===== src/rtl/cost_accumulator.sv =====
// Consumer of the serial (job, work, last) stream: addresses the cost memory, sums each
// permutation, and tracks the minimum total and its hit count. Optional macro: SEQ_CHECK_EN.
module cost_accumulator #(
    parameter int N_JOB  = 8,
    parameter int COST_W = 7,
    parameter int SUM_W  = 10,
    parameter int CNT_W  = 16,
    localparam int IDX_W = $clog2(N_JOB)
) (
    input  logic              CLK,
    input  logic              RST,
    input  logic              valid,
    input  logic [IDX_W-1:0]  job,
    input  logic [IDX_W-1:0]  work,
    input  logic              last,
    output logic [IDX_W-1:0]  W,
    output logic [IDX_W-1:0]  J,
    input  logic [COST_W-1:0] Cost,
    output logic [SUM_W-1:0]  MinCost,
    output logic [CNT_W-1:0]  MatchCount,
    output logic              Done,
    output logic              Err,
    output logic [1:0]        state_dbg
);

    // Handshake: there is no ready. A pair is taken on every rising edge where valid=1 and
    // the FSM is in IDLE or ACCUM; in FIN/DONE valid pairs are dropped without effect.

    typedef enum logic [1:0] {
        S_IDLE  = 2'd0,
        S_ACCUM = 2'd1,
        S_FIN   = 2'd2,
        S_DONE  = 2'd3
    } state_t;

    localparam logic [IDX_W-1:0] LAST_IDX = IDX_W'(N_JOB - 1);

    state_t            state_q;
    state_t            state_d;
    logic              accept;

    logic              v1;
    logic [IDX_W-1:0]  widx1;
    logic              last1;
    logic [SUM_W-1:0]  acc;
    logic [SUM_W-1:0]  cost_ext;
    logic [SUM_W-1:0]  acc_next;

    logic              v2;
    logic              fin2;
    logic [SUM_W-1:0]  sum2;

    assign accept   = valid && (state_q == S_IDLE || state_q == S_ACCUM);
    assign cost_ext = {{(SUM_W - COST_W){1'b0}}, Cost};
    // A new permutation restarts the sum from the first returned cost.
    assign acc_next = (widx1 == '0) ? cost_ext : acc + cost_ext;

    always_ff @(posedge CLK) begin
        if (!RST) begin
            state_q <= S_IDLE;
        end else begin
            state_q <= state_d;
        end
    end

    always_comb begin
        state_d = state_q;
        case (state_q)
            S_IDLE, S_ACCUM: begin
                if (accept && last) begin
                    state_d = S_FIN;
                end else if (accept) begin
                    state_d = S_ACCUM;
                end
            end
            S_FIN: begin
                if (fin2) begin
                    state_d = S_DONE;
                end
            end
            S_DONE:  state_d = S_DONE;
            default: state_d = S_IDLE;
        endcase
    end

    assign Done      = (state_q == S_DONE);
    assign state_dbg = state_q;

    // Stage 0: cost-memory address; stage 1: accumulate; stage 2: compare.
    always_ff @(posedge CLK) begin
        if (!RST) begin
            W          <= '0;
            J          <= '0;
            v1         <= 1'b0;
            widx1      <= '0;
            last1      <= 1'b0;
            acc        <= '0;
            v2         <= 1'b0;
            fin2       <= 1'b0;
            sum2       <= '0;
            MinCost    <= '1;
            MatchCount <= '0;
        end else begin
            v1 <= accept;
            if (accept) begin
                W     <= work;
                J     <= job;
                widx1 <= work;
                last1 <= last;
            end

            if (v1) begin
                acc <= acc_next;
            end
            v2   <= v1 && (widx1 == LAST_IDX);
            fin2 <= v1 && last1;
            if (v1 && (widx1 == LAST_IDX)) begin
                sum2 <= acc_next;
            end

            if (v2) begin
                if (sum2 < MinCost) begin
                    MinCost    <= sum2;
                    MatchCount <= CNT_W'(1);
                end else if (sum2 == MinCost && MatchCount != '1) begin
                    MatchCount <= MatchCount + CNT_W'(1);
                end
            end
        end
    end

`ifdef SEQ_CHECK_EN
    logic [IDX_W-1:0] exp_idx;
    logic             seq_bad;
    logic             err_q;

    // The mismatch is registered first, so Err rises one edge after the pair was taken.
    always_ff @(posedge CLK) begin
        if (!RST) begin
            exp_idx <= '0;
            seq_bad <= 1'b0;
            err_q   <= 1'b0;
        end else begin
            seq_bad <= accept && (work != exp_idx);
            if (accept) begin
                exp_idx <= (work == LAST_IDX) ? '0 : exp_idx + IDX_W'(1);
            end
            if (seq_bad) begin
                err_q <= 1'b1;
            end
        end
    end

    assign Err = err_q;
`else
    assign Err = 1'b0;
`endif

endmodule


===== config.mk =====
export PLATFORM = sky130hd
export DESIGN_NAME = cost_accumulator
export DESIGN_NICKNAME = d
export VERILOG_FILES = /design/src/rtl/cost_accumulator.sv
export SDC_FILE = /design/constraint.sdc
export NUM_CORES = 1
export LEC_CHECK = 0
export ABC_AREA = 1
export BUFFER_PORTS_ARGS = -buffer_cell sky130_fd_sc_hd__clkbuf_2
export CORE_ASPECT_RATIO = 0.9
export CORE_MARGIN = 5
export CORE_UTILIZATION = 35
export CTS_CLUSTER_SIZE = 28
export DETAILED_ROUTE_END_ITERATION = 10
export PLACE_DENSITY_LB_ADDON = 0.15
export SLEW_MARGIN = 20
export SYNTH_ARGS = -nofsm -noshare
export SYNTH_HDL_FRONTEND = slang
export SYNTH_SLANG_ARGS = --single-unit

===== constraint.sdc =====
create_clock -name CLK -period 2.7 [get_ports CLK]
set_input_delay 0.27 -clock CLK [delete_from_list [all_inputs] [get_ports CLK]]
set_output_delay 0.27 -clock CLK [all_outputs]
set_load 0.01 [all_outputs]

# == After elaboration in Yosys (flattened, before gate mapping) ==
# Index checks and enable logic that the tools add are counted.
# totals
ff_bits,58
inputBits,17
word_cells,42
# classes
n_reduce_logical,13
n_mux,7
magnitude_cmp,1
eq_ne,8
n_addsub,2
# op_table
op,count
$mux W16,2
$add A16 B1 Y16 const B,1
$ne A16 B16 Y1 const B,1
$add A10 B7 Y10,1
$eq A10 B10 Y1,1
$lt A10 B10 Y1,1
$mux W10,1
$mux W2,3
$pmux W2 S3,1
$reduce_and A2 Y1,3
$logic_and A1 B1 Y1,5
$eq A2 B2 Y1 const B,2
$eq A3 B3 Y1 const B,1
$logic_not A3 Y1,1
$ne A3 B3 Y1 const B,1
$eq A2 B1 Y1 const B,1
$logic_not A2 Y1,1
$ne A2 B2 Y1 const B,1
$reduce_bool A2 Y1,1
$reduce_or A2 Y1,1
$logic_or A1 B1 Y1,1

# == Longest topological paths before layout ==
# Gate-level depths: netlist of the first run.
# depth
word_depth,6
mapped_depth,12
ltp_nobuf,11

# == Worst setup path after synthesis of the first run ==
# No wires, ideal clock.
# synth_path
path_type,reg2reg
start,register MinCost[9]
end,register MatchCount[2]
arrival_time_ps,1730
stages_incl_launch_ff,10
path_buffers,1
synth_period_minus_slack_ps,1846
required_time_ps,2583
slack_ps,854
setup_time_ps,117
path_cell_list,dfxtp_1 -> inv_1 -> ha_1 -> nand2_1 -> inv_1 -> a21oi_1 -> nand4_2 -> buf_4 -> a22oi_1 -> nor2_1
# synth_between
elab_chain_len,4
# synth_rtl
element,line,text
from (decl),19,"output logic [SUM_W-1:0] MinCost,"
from (signal assigned),123,MinCost <= sum2;
"parallel branches: the longest is 4 deep, another holds $lt A10 B10 Y1",n/a,
to (signal assigned),126,MatchCount <= MatchCount + CNT_W'(1);
to (decl),20,"output logic [CNT_W-1:0] MatchCount,"
# Parallel ways; which one is timed is not known.
# A chain may end at the register's enable or synchronous reset.

# == Final worst setup path of the first run ==
# layout_path
start,register MinCost[9]
end,register MatchCount[11]
# Same word-level chain as after synthesis.

==> parameters.txt, run 1 <==
Parameter                              Value

Timing
  Max Clock Skew ... 0.0155 ns
  Hold Slack ... 0.181 ns
  Aggregate negative setup slack ... 0 ns
  Slew @ Worst Pin ... 0.983 ns
  Number of pins with negative max-slew slack in the final report ... 0
  Hold Fails Final Rpt ... 0
  Worst slew slack as a fraction of its limit ... 34.4%
  RSZ-0062 raised after global routing ... false
  Highest attainable clock frequency ... 435 MHz
  Part of the cycle the worst path needs ... 85.2%
  Final setup fails ... 0
  Crit path time final ... 2.30 ns

Critical path
  Critical setup path kind ... reg -> reg
  Startpoint types ... register
  Number of logic stages on the critical path including buffering ... 9
  Buf+Inv Stages, Crit Path ... 2
  Req. time, crit path ... 2.96 ns
  Worst-case register-to-register setup slack ... 0.40 ns
  Source of the worst register-to-register timing path ... MinCost[9]
  Type of element capturing the critical path ... register
  Worst reg2reg path depth ... 9
  Arrival time worst endpoint ... 2.56 ns
  Reg2reg end ... MatchCount[11]
  Launching instance or port of the critical path ... MinCost[9]
  Slowest cell on the critical path ... sky130_fd_sc_hd__nand4_2
  Cell family with the largest share of critical-path delay ... simple AND/OR/NAND/NOR gates
  Capture point of the worst path ... MatchCount[11]
  Crit path top cell by count ... sky130_fd_sc_hd__nand2_1
  Top fanout value on the critical path ... 19
  Cell Chain, Critical Path ... inv_1 -> ha_1 -> nand2_1 -> inv_1 -> a21oi_1 -> nand4_2 -> nand2_1 -> nand2_1 -> a21oi_1
  Largest stage delay on the critical path ... 0.50 ns

Route
  Total DRC errors in the routed layout ... 0
  Drt via density ... 4.78
  First-pass DRT Iterations ... 4
  Detailed-route wire length ... 8810 um
  Antenna viol nets, final ... 0
  Starting DRT DRC Count ... 173
  Routed wire length per instance ... 12.7 um
  Routed via count ... 3,310

Yosys
  Sequential fraction of the synthesis area ... 34.2%
  Post-synthesis cell type count ... 33
  Mapped cell area ... 3390 um2
  Syn_area_per_cell ... 6.64 um2
  Warnings, synthesis ... 0
  Net count after synthesis ... 547
  Syn Inst Count ... 511
  #FFs+latches synth ... 58

Clock network
  Number of sinks driven by the clock tree ... 58
  Worst-path clk slew ... 0.07 ns
  TritonCTS clock tree ... done
  Worst-skew pair later-pin latency ... 0.34 ns
  Cts hold-fix bufs ... 0
  Number of post-CTS setup repair buffers ... 0
  Worst-case clock buffer depth ... 2
  Total number of H-tree levels ... 3
  Number of buffers added by the clock tree synthesis step ... 9
  Cells resized by post-CTS repair ... 0
  CTS Root Cell ... sky130_fd_sc_hd__clkbuf_8

Final layout
  Area occupied by registers ... 1160 um2
  Commonest cells after routing, fill and taps aside ... 117 x sky130_fd_sc_hd__nand2_1, 77 x sky130_fd_sc_hd__nor2_1, 64 x sky130_fd_sc_hd__inv_1
  Multi-input combinational cell area ... 1910 um2
  Number of diodes ... 0
  Filler Cell Count ... 1,038
  Commonest non-fill, non-tap cell in the layout ... sky130_fd_sc_hd__nand2_1
  Layout overhead on the synthesized area ... 15.9%
  Final instance area ... 3930 um2
  Total Nets Final ... 599
  Share of post-route cells with drive strength above 1 ... 14.6%

Pwr
  Power density over the cells ... 462 nW/um2
  Total Power Consumption ... 1.81 mW
  Static power due to leakage ... 1.98 nW
  Maximum ir drop on the vdd rail ... 0.204 mV

Floorplanning
  Number of top-level pins ... 53
  Starting density of the core ... 35.5%
  Area inside the core boundary ... 9570 um2
  Number of standard-cell rows in the floorplan ... 34
  Die Footprint ... 11,800 um2
  Overall die width ... 114 um
  Die outline height ... 103 um

Outcome
  Status ... finished, final reports clean

Global routing
  Number of global-route vias before repair ... 2,971
  Global-route wire length before repair ... 14,500 um
  Total routing usage reported by global routing ... 15.4%
  Number of antenna violations at the first check in global routing ... 0
  Maximum number of pins on one net before global-route repair ... 30
  Overflow left after global routing ... 0

Placement
  Post-DP HPWL ... 6400 um
  Count of buffers inserted at the top-level ports ... 51
  Global placer's final weighted congestion ... 0.804
  Cell area reported after detailed placement ... 3760 um2

Worst hold path
  Hold Crit Class ... in -> reg

Run
  Number of maximum-capacitance violations ... 0
==> routing by layer <==
metal	routed length (um)	vias up	GRT usage, %
met2	3840	80	23.9
li1	-	1760	-
met1	4410	1466	21.1
met4	57	0	4.38
met3	497	4	4.42
met5	0	-	0
==> metrics by stage <==
| step | util [%] | worst slack, ns | cells |
|---|---|---|---|
| 3_5_place_dp | 39.3 | 0.468 | 678 |
| 2_1_floorplan | - | 0.854 | 511 |
| 6_report | 41.1 | 0.401 | 693 |
| 3_3_place_gp | 39.3 | 0.564 | 678 |
| 5_1_grt | 41.1 | 0.165 | 693 |
| 4_1_cts | 41.1 | 0.446 | 693 |
==> worst min-delay path: stages <==
cell and delay, ns:
sky130_fd_sc_hd__clkbuf_2 0.07, sky130_fd_sc_hd__o21ai_0 0.07, sky130_fd_sc_hd__nor2_1 0.08
==> layout make-up <==
| cell class | count | share of cell area [%] |
|---|---|---|
| clock inverters | 6 | 1.15 |
| repair buffers | 56 | 7.45 |
| well taps | 126 | 4.01 |
| clock buffers | 9 | 3.15 |
| flip-flops and latches | 58 | 29.5 |
| inverters | 64 | 6.11 |
| multi-input cells | 374 | 48.6 |
==> power breakdown <==
group	internal [mW]	switching [mW]	leakage (nW)
combinational	0.0788	0.133	1.45
sequential	0.879	0.0176	0.472
clock	0.326	0.380	0.0656
total	1.28	0.530	1.98
==> cell families after synthesis <==
group / count (synthesis) / synth area share (%)
AND/OR/NAND/NOR: 269 / 35.0
buffers and inverters: 79 / 9.48
AO/OA/AOI/OAI: 78 / 12.2
flip-flops: 58 / 34.2
adder cells (fa/ha/maj): 19 / 7.23
XOR/XNOR: 7 / 1.81
other: 1 / 0.111
==> synth_stat cells (all sizes together) <==
library cell	number	area, um2
nor2	80	318
inv	64	240
a21boi	1	7.51
a211oi	1	7.51
nand2	122	475
nor3	2	26.3
xor2	5	43.8
o21a	1	7.51
a21oi	38	190
nand3b	5	37.5
o211ai	3	22.5
buf	6	47.5
o21bai	1	7.51
fa	1	20.0
dfxtp	58	1160
clkbuf	9	33.8
nand3	45	230
conb	1	3.75
xnor2	2	17.5
a21o	1	7.51
o21ai	31	155
a22oi	1	7.51
ha	18	225
nand4	15	100
==> sequential cells by signal, summed over array words and instances (netlist names) <==
| name | flops |
|---|---|
| MatchCount | 16 |
| MinCost | 10 |
| acc | 10 |
| sum2 | 10 |
| J | 3 |
| widx1 | 3 |
| state_dbg | 2 |
| fin2 | 1 |
| last1 | 1 |
| v1 | 1 |
| v2 | 1 |
==> how the worst min path moves through the flow <==
| stage | startpoint | end | slack (ns) | cells past startpoint |
|---|---|---|---|---|
| 2_1_floorplan | RST | MatchCount[15] | 0.39 | 2 |
| 3_3_place_gp | last1 | fin2 | 0.43 | 2 |
| 3_5_place_dp | last1 | fin2 | 0.43 | 2 |
| 4_1_cts | job[1] | J[1] | 0.16 | 3 |
| 5_1_grt | job[0] | J[0] | 0.17 | 3 |
| 6_report | job[2] | J[2] | 0.18 | 3 |
(Power assumes the default switching activity.)
==> run 2: changes to the inputs <==
- ABC_AREA: 1 -> default
==> run 2 against run 1 <==
  * Clock-buffer cell count is 1 higher
  * Area after synthesis shrank 6.0%
  * Clock power increased by 44%
==> parameters.txt, run 2 <==
Parameter                              Value

Outcome
  Status ... finished, final reports clean

Final layout
  Final instance count without filler cells ... 550
  Filler Cell Count ... 955
  Number of diodes ... 0
  Flip-flop count of the largest register after layout ... 16
  Area occupied by registers ... 1160 um2
  Share of post-route cells with drive strength above 1 ... 20.8%
  Total Nets Final ... 459
  Commonest cells after routing, fill and taps aside ... 58 x sky130_fd_sc_hd__dfxtp_1, 51 x sky130_fd_sc_hd__clkbuf_2, 50 x sky130_fd_sc_hd__nand2_1
  Multi-input combinational cell area ... 1850 um2
  Commonest non-fill, non-tap cell in the layout ... sky130_fd_sc_hd__dfxtp_1
  Register name with the most flops ... MatchCount
  Layout overhead on the synthesized area ... 18.8%

Timing
  Worst slew slack as a fraction of its limit ... 61.7%
  Part of the cycle the worst path needs ... 83.9%
  Max Clock Skew ... 0.0132 ns
  Number of pins with negative max-slew slack in the final report ... 0
  Highest attainable clock frequency ... 442 MHz
  Crit path time final ... 2.26 ns
  Hold Fails Final Rpt ... 0
  Slew @ Worst Pin ... 0.575 ns
  RSZ-0062 raised after global routing ... false
  Aggregate negative setup slack ... 0 ns
  Final setup fails ... 0

Pwr
  Static power due to leakage ... 1.57 nW
  Switching power ... 0.503 mW
  Power density over the cells ... 551 nW/um2
  Maximum ir drop on the vdd rail ... 0.280 mV
  Flop pwr share ... 42.5%
  Sw Share ... 24.1%
  Combinational power share ... 8.9%
  Proportion of power drawn by the clock network ... 48.7%
  Total Power Consumption ... 2.09 mW
  Internal power summed over all cells ... 1.58 mW

Yosys
  Post-synth ARST share ... 0%
  Most used DFF post-synth ... sky130_fd_sc_hd__dfxtp_1
  Most frequently used cell type in the post-synthesis netlist ... sky130_fd_sc_hd__dfxtp_1
  Mapped cell area ... 3190 um2
  Syn_area_per_cell ... 8.50 um2
  Biggest area consumer among synthesized cells ... sky130_fd_sc_hd__dfxtp_1
  Adder-cell share of the synthesized area ... 7.69%
  Cell types occupying the most area after synthesis ... sky130_fd_sc_hd__dfxtp_1 36%, sky130_fd_sc_hd__ha_1 7.1%, sky130_fd_sc_hd__nand2_1 5.9%
  Most common library cells after synthesis ... 58 x sky130_fd_sc_hd__dfxtp_1, 50 x sky130_fd_sc_hd__nand2_1, 20 x sky130_fd_sc_hd__inv_1, 20 x sky130_fd_sc_hd__o21ai_0, 19 x sky130_fd_sc_hd__nor2_1
  Net count after synthesis ... 411
  Dominant combinational cell family by area after synthesis ... simple AND/OR/NAND/NOR gates
  Complex-gate fraction of the synthesized area ... 20.9%
  Xor and xnor fraction of the mapped netlist area ... 2.20%
  Proportion of synthesized area in mux cells ... 1.57%
  Area share of and/or/nand/nor cells after synthesis ... 25.5%
  Sequential fraction of the synthesis area ... 36.4%
  Top-area cell type share of the netlist area ... 36.4%
  Warnings, synthesis ... 0
  Syn Inst Count ... 375
  Post-synthesis cell type count ... 62
  #FFs+latches synth ... 58
  Count of flip-flops with a built-in enable after synthesis ... 0

Floorplanning
  Die Footprint ... 11,100 um2
  Die outline height ... 101 um
  Number of top-level pins ... 53
  Starting density of the core ... 35.4%
  Area inside the core boundary ... 9000 um2
  Overall die width ... 111 um
  Number of standard-cell rows in the floorplan ... 33

Route
  Routed wire length per instance ... 14.1 um
  Detailed-route wire length ... 7770 um
  Antenna viol nets, final ... 0
  First-pass DRT Iterations ... 4
  Starting DRT DRC Count ... 115
  Drt via density ... 5.09
  Routed via count ... 2,801
  Total DRC errors in the routed layout ... 0

Critical path
  Arrival time worst endpoint ... 2.52 ns
  Top fanout value on the critical path ... 12
  Req. time, crit path ... 2.95 ns
  Cell Chain, Critical Path ... inv_1 -> ha_1 -> and4_1 -> o211a_2 -> a2111oi_4 -> buf_4 -> nand2_1 -> o211ai_1
  Largest stage delay on the critical path ... 0.57 ns
  Startpoint types ... register
  Critical setup path kind ... reg -> reg
  Type of element capturing the critical path ... register
  Source of the worst register-to-register timing path ... MinCost[7]
  Reg2reg end ... MinCost[4]
  Slowest cell on the critical path ... sky130_fd_sc_hd__a2111oi_4
  Worst-case register-to-register setup slack ... 0.44 ns
  Worst reg2reg path depth ... 8

Clock network
  Total number of H-tree levels ... 3
  TritonCTS clock tree ... done
  Number of post-CTS setup repair buffers ... 0
  Cells resized by post-CTS repair ... 0
  Worst-skew pair later-pin latency ... 0.34 ns
  Worst-case clock buffer depth ... 2
  CTS Root Cell ... sky130_fd_sc_hd__clkbuf_8
  Worst-path clk slew ... 0.08 ns
  Cts hold-fix bufs ... 0
  Number of sinks driven by the clock tree ... 58
  Number of buffers added by the clock tree synthesis step ... 9

Worst hold path
  Depth of the worst hold-timing path ... 3
  Hold Crit Class ... in -> reg
  Min-Delay Endpoint ... J[2]
  Start point of the worst hold path ... job[2]

Global routing
  Global-route wire length before repair ... 13,300 um
  Maximum number of pins on one net before global-route repair ... 36
  Total routing usage reported by global routing ... 14.5%
  Overflow left after global routing ... 0
  Number of global-route vias before repair ... 2,620
  Number of antenna violations at the first check in global routing ... 0

Placement
  Global placer's final weighted congestion ... 0.779
  DP Cell Count ... 534
  Post-DP HPWL ... 5710 um
  Count of buffers inserted at the top-level ports ... 51

Run
  Number of maximum-capacitance violations ... 0
run 2: cells by family (layout without fill, tap and decap cells):
family | count (synthesis) | count (layout)
xor gates and xnor gates | 8 | 8
buffers and inverters | 40 | 93
AOI/OAI and AO/OA | 96 | 96
muxes | 5 | 5
other | 1 | 1
adders and majority gates | 19 | 19
and+or+nand+nor | 148 | 148
DFF | 58 | 58
run 2: final cells by class:
| cell class | count | area share, % |
|---|---|---|
| clock inverters | 6 | 3.01 |
| multi-input cells | 277 | 48.8 |
| well taps | 122 | 4.03 |
| flip-flops and latches | 58 | 30.6 |
| clock buffers | 10 | 3.63 |
| inverters | 20 | 1.98 |
| repair buffers | 57 | 7.93 |
run 2: metrics by stage:
step | hold WS (ns) | worst slack (ns) | utilization (%) | cell area, um2
after global routing | 0.125 | 0.237 | 42.1 | 3790
final | 0.145 | 0.435 | 42.1 | 3790
after floorplan | 0.406 | 0.655 | - | 3190
after global placement | 0.442 | 0.428 | 39.3 | 3540
after CTS | 0.127 | 0.399 | 42.1 | 3790
after detailed placement | 0.446 | 0.423 | 39.3 | 3540
run 2: worst max-delay path, delay by kind of cell, from the launching register on:
family                   cells  cell delay, ns
buffers and inverters        2            0.34
flip-flops                   1            0.33
adder cells (fa/ha/maj)      1            0.30
AO/OA/AOI/OAI                3            0.85
AND/OR/NAND/NOR              2            0.36
run 2: routing by layer:
metal  global-route usage [%]  vias up  share of wire, %
li1                         -     1469                 -
met1                     20.4     1274                51
met2                     21.7       56                44
met3                     4.68        2               4.1
met4                     3.41        0              0.50
met5                        0        -                 0
run 2: power groups by stage:
stage	clock network (mW)	registers, mW	logic [mW]
2_1_floorplan	0	0.907	0.128
3_3_place_gp	0	0.905	0.188
3_5_place_dp	0	0.906	0.187
4_1_cts	1.05	0.886	0.188
5_1_grt	1.09	0.889	0.210
6_report	1.02	0.886	0.185
run 2: worst max-delay path by stage:
stage | start | endpoint | slack (ns) | depth (start not counted)
floorplan | MinCost[9] | MatchCount[0] | 0.66 | 9
global placement | MinCost[9] | MatchCount[9] | 0.43 | 7
detailed placement | MinCost[9] | MinCost[9] | 0.42 | 7
CTS | MinCost[9] | MinCost[4] | 0.40 | 8
global route | MinCost[9] | MatchCount[9] | 0.24 | 7
finish | MinCost[7] | MinCost[4] | 0.44 | 8
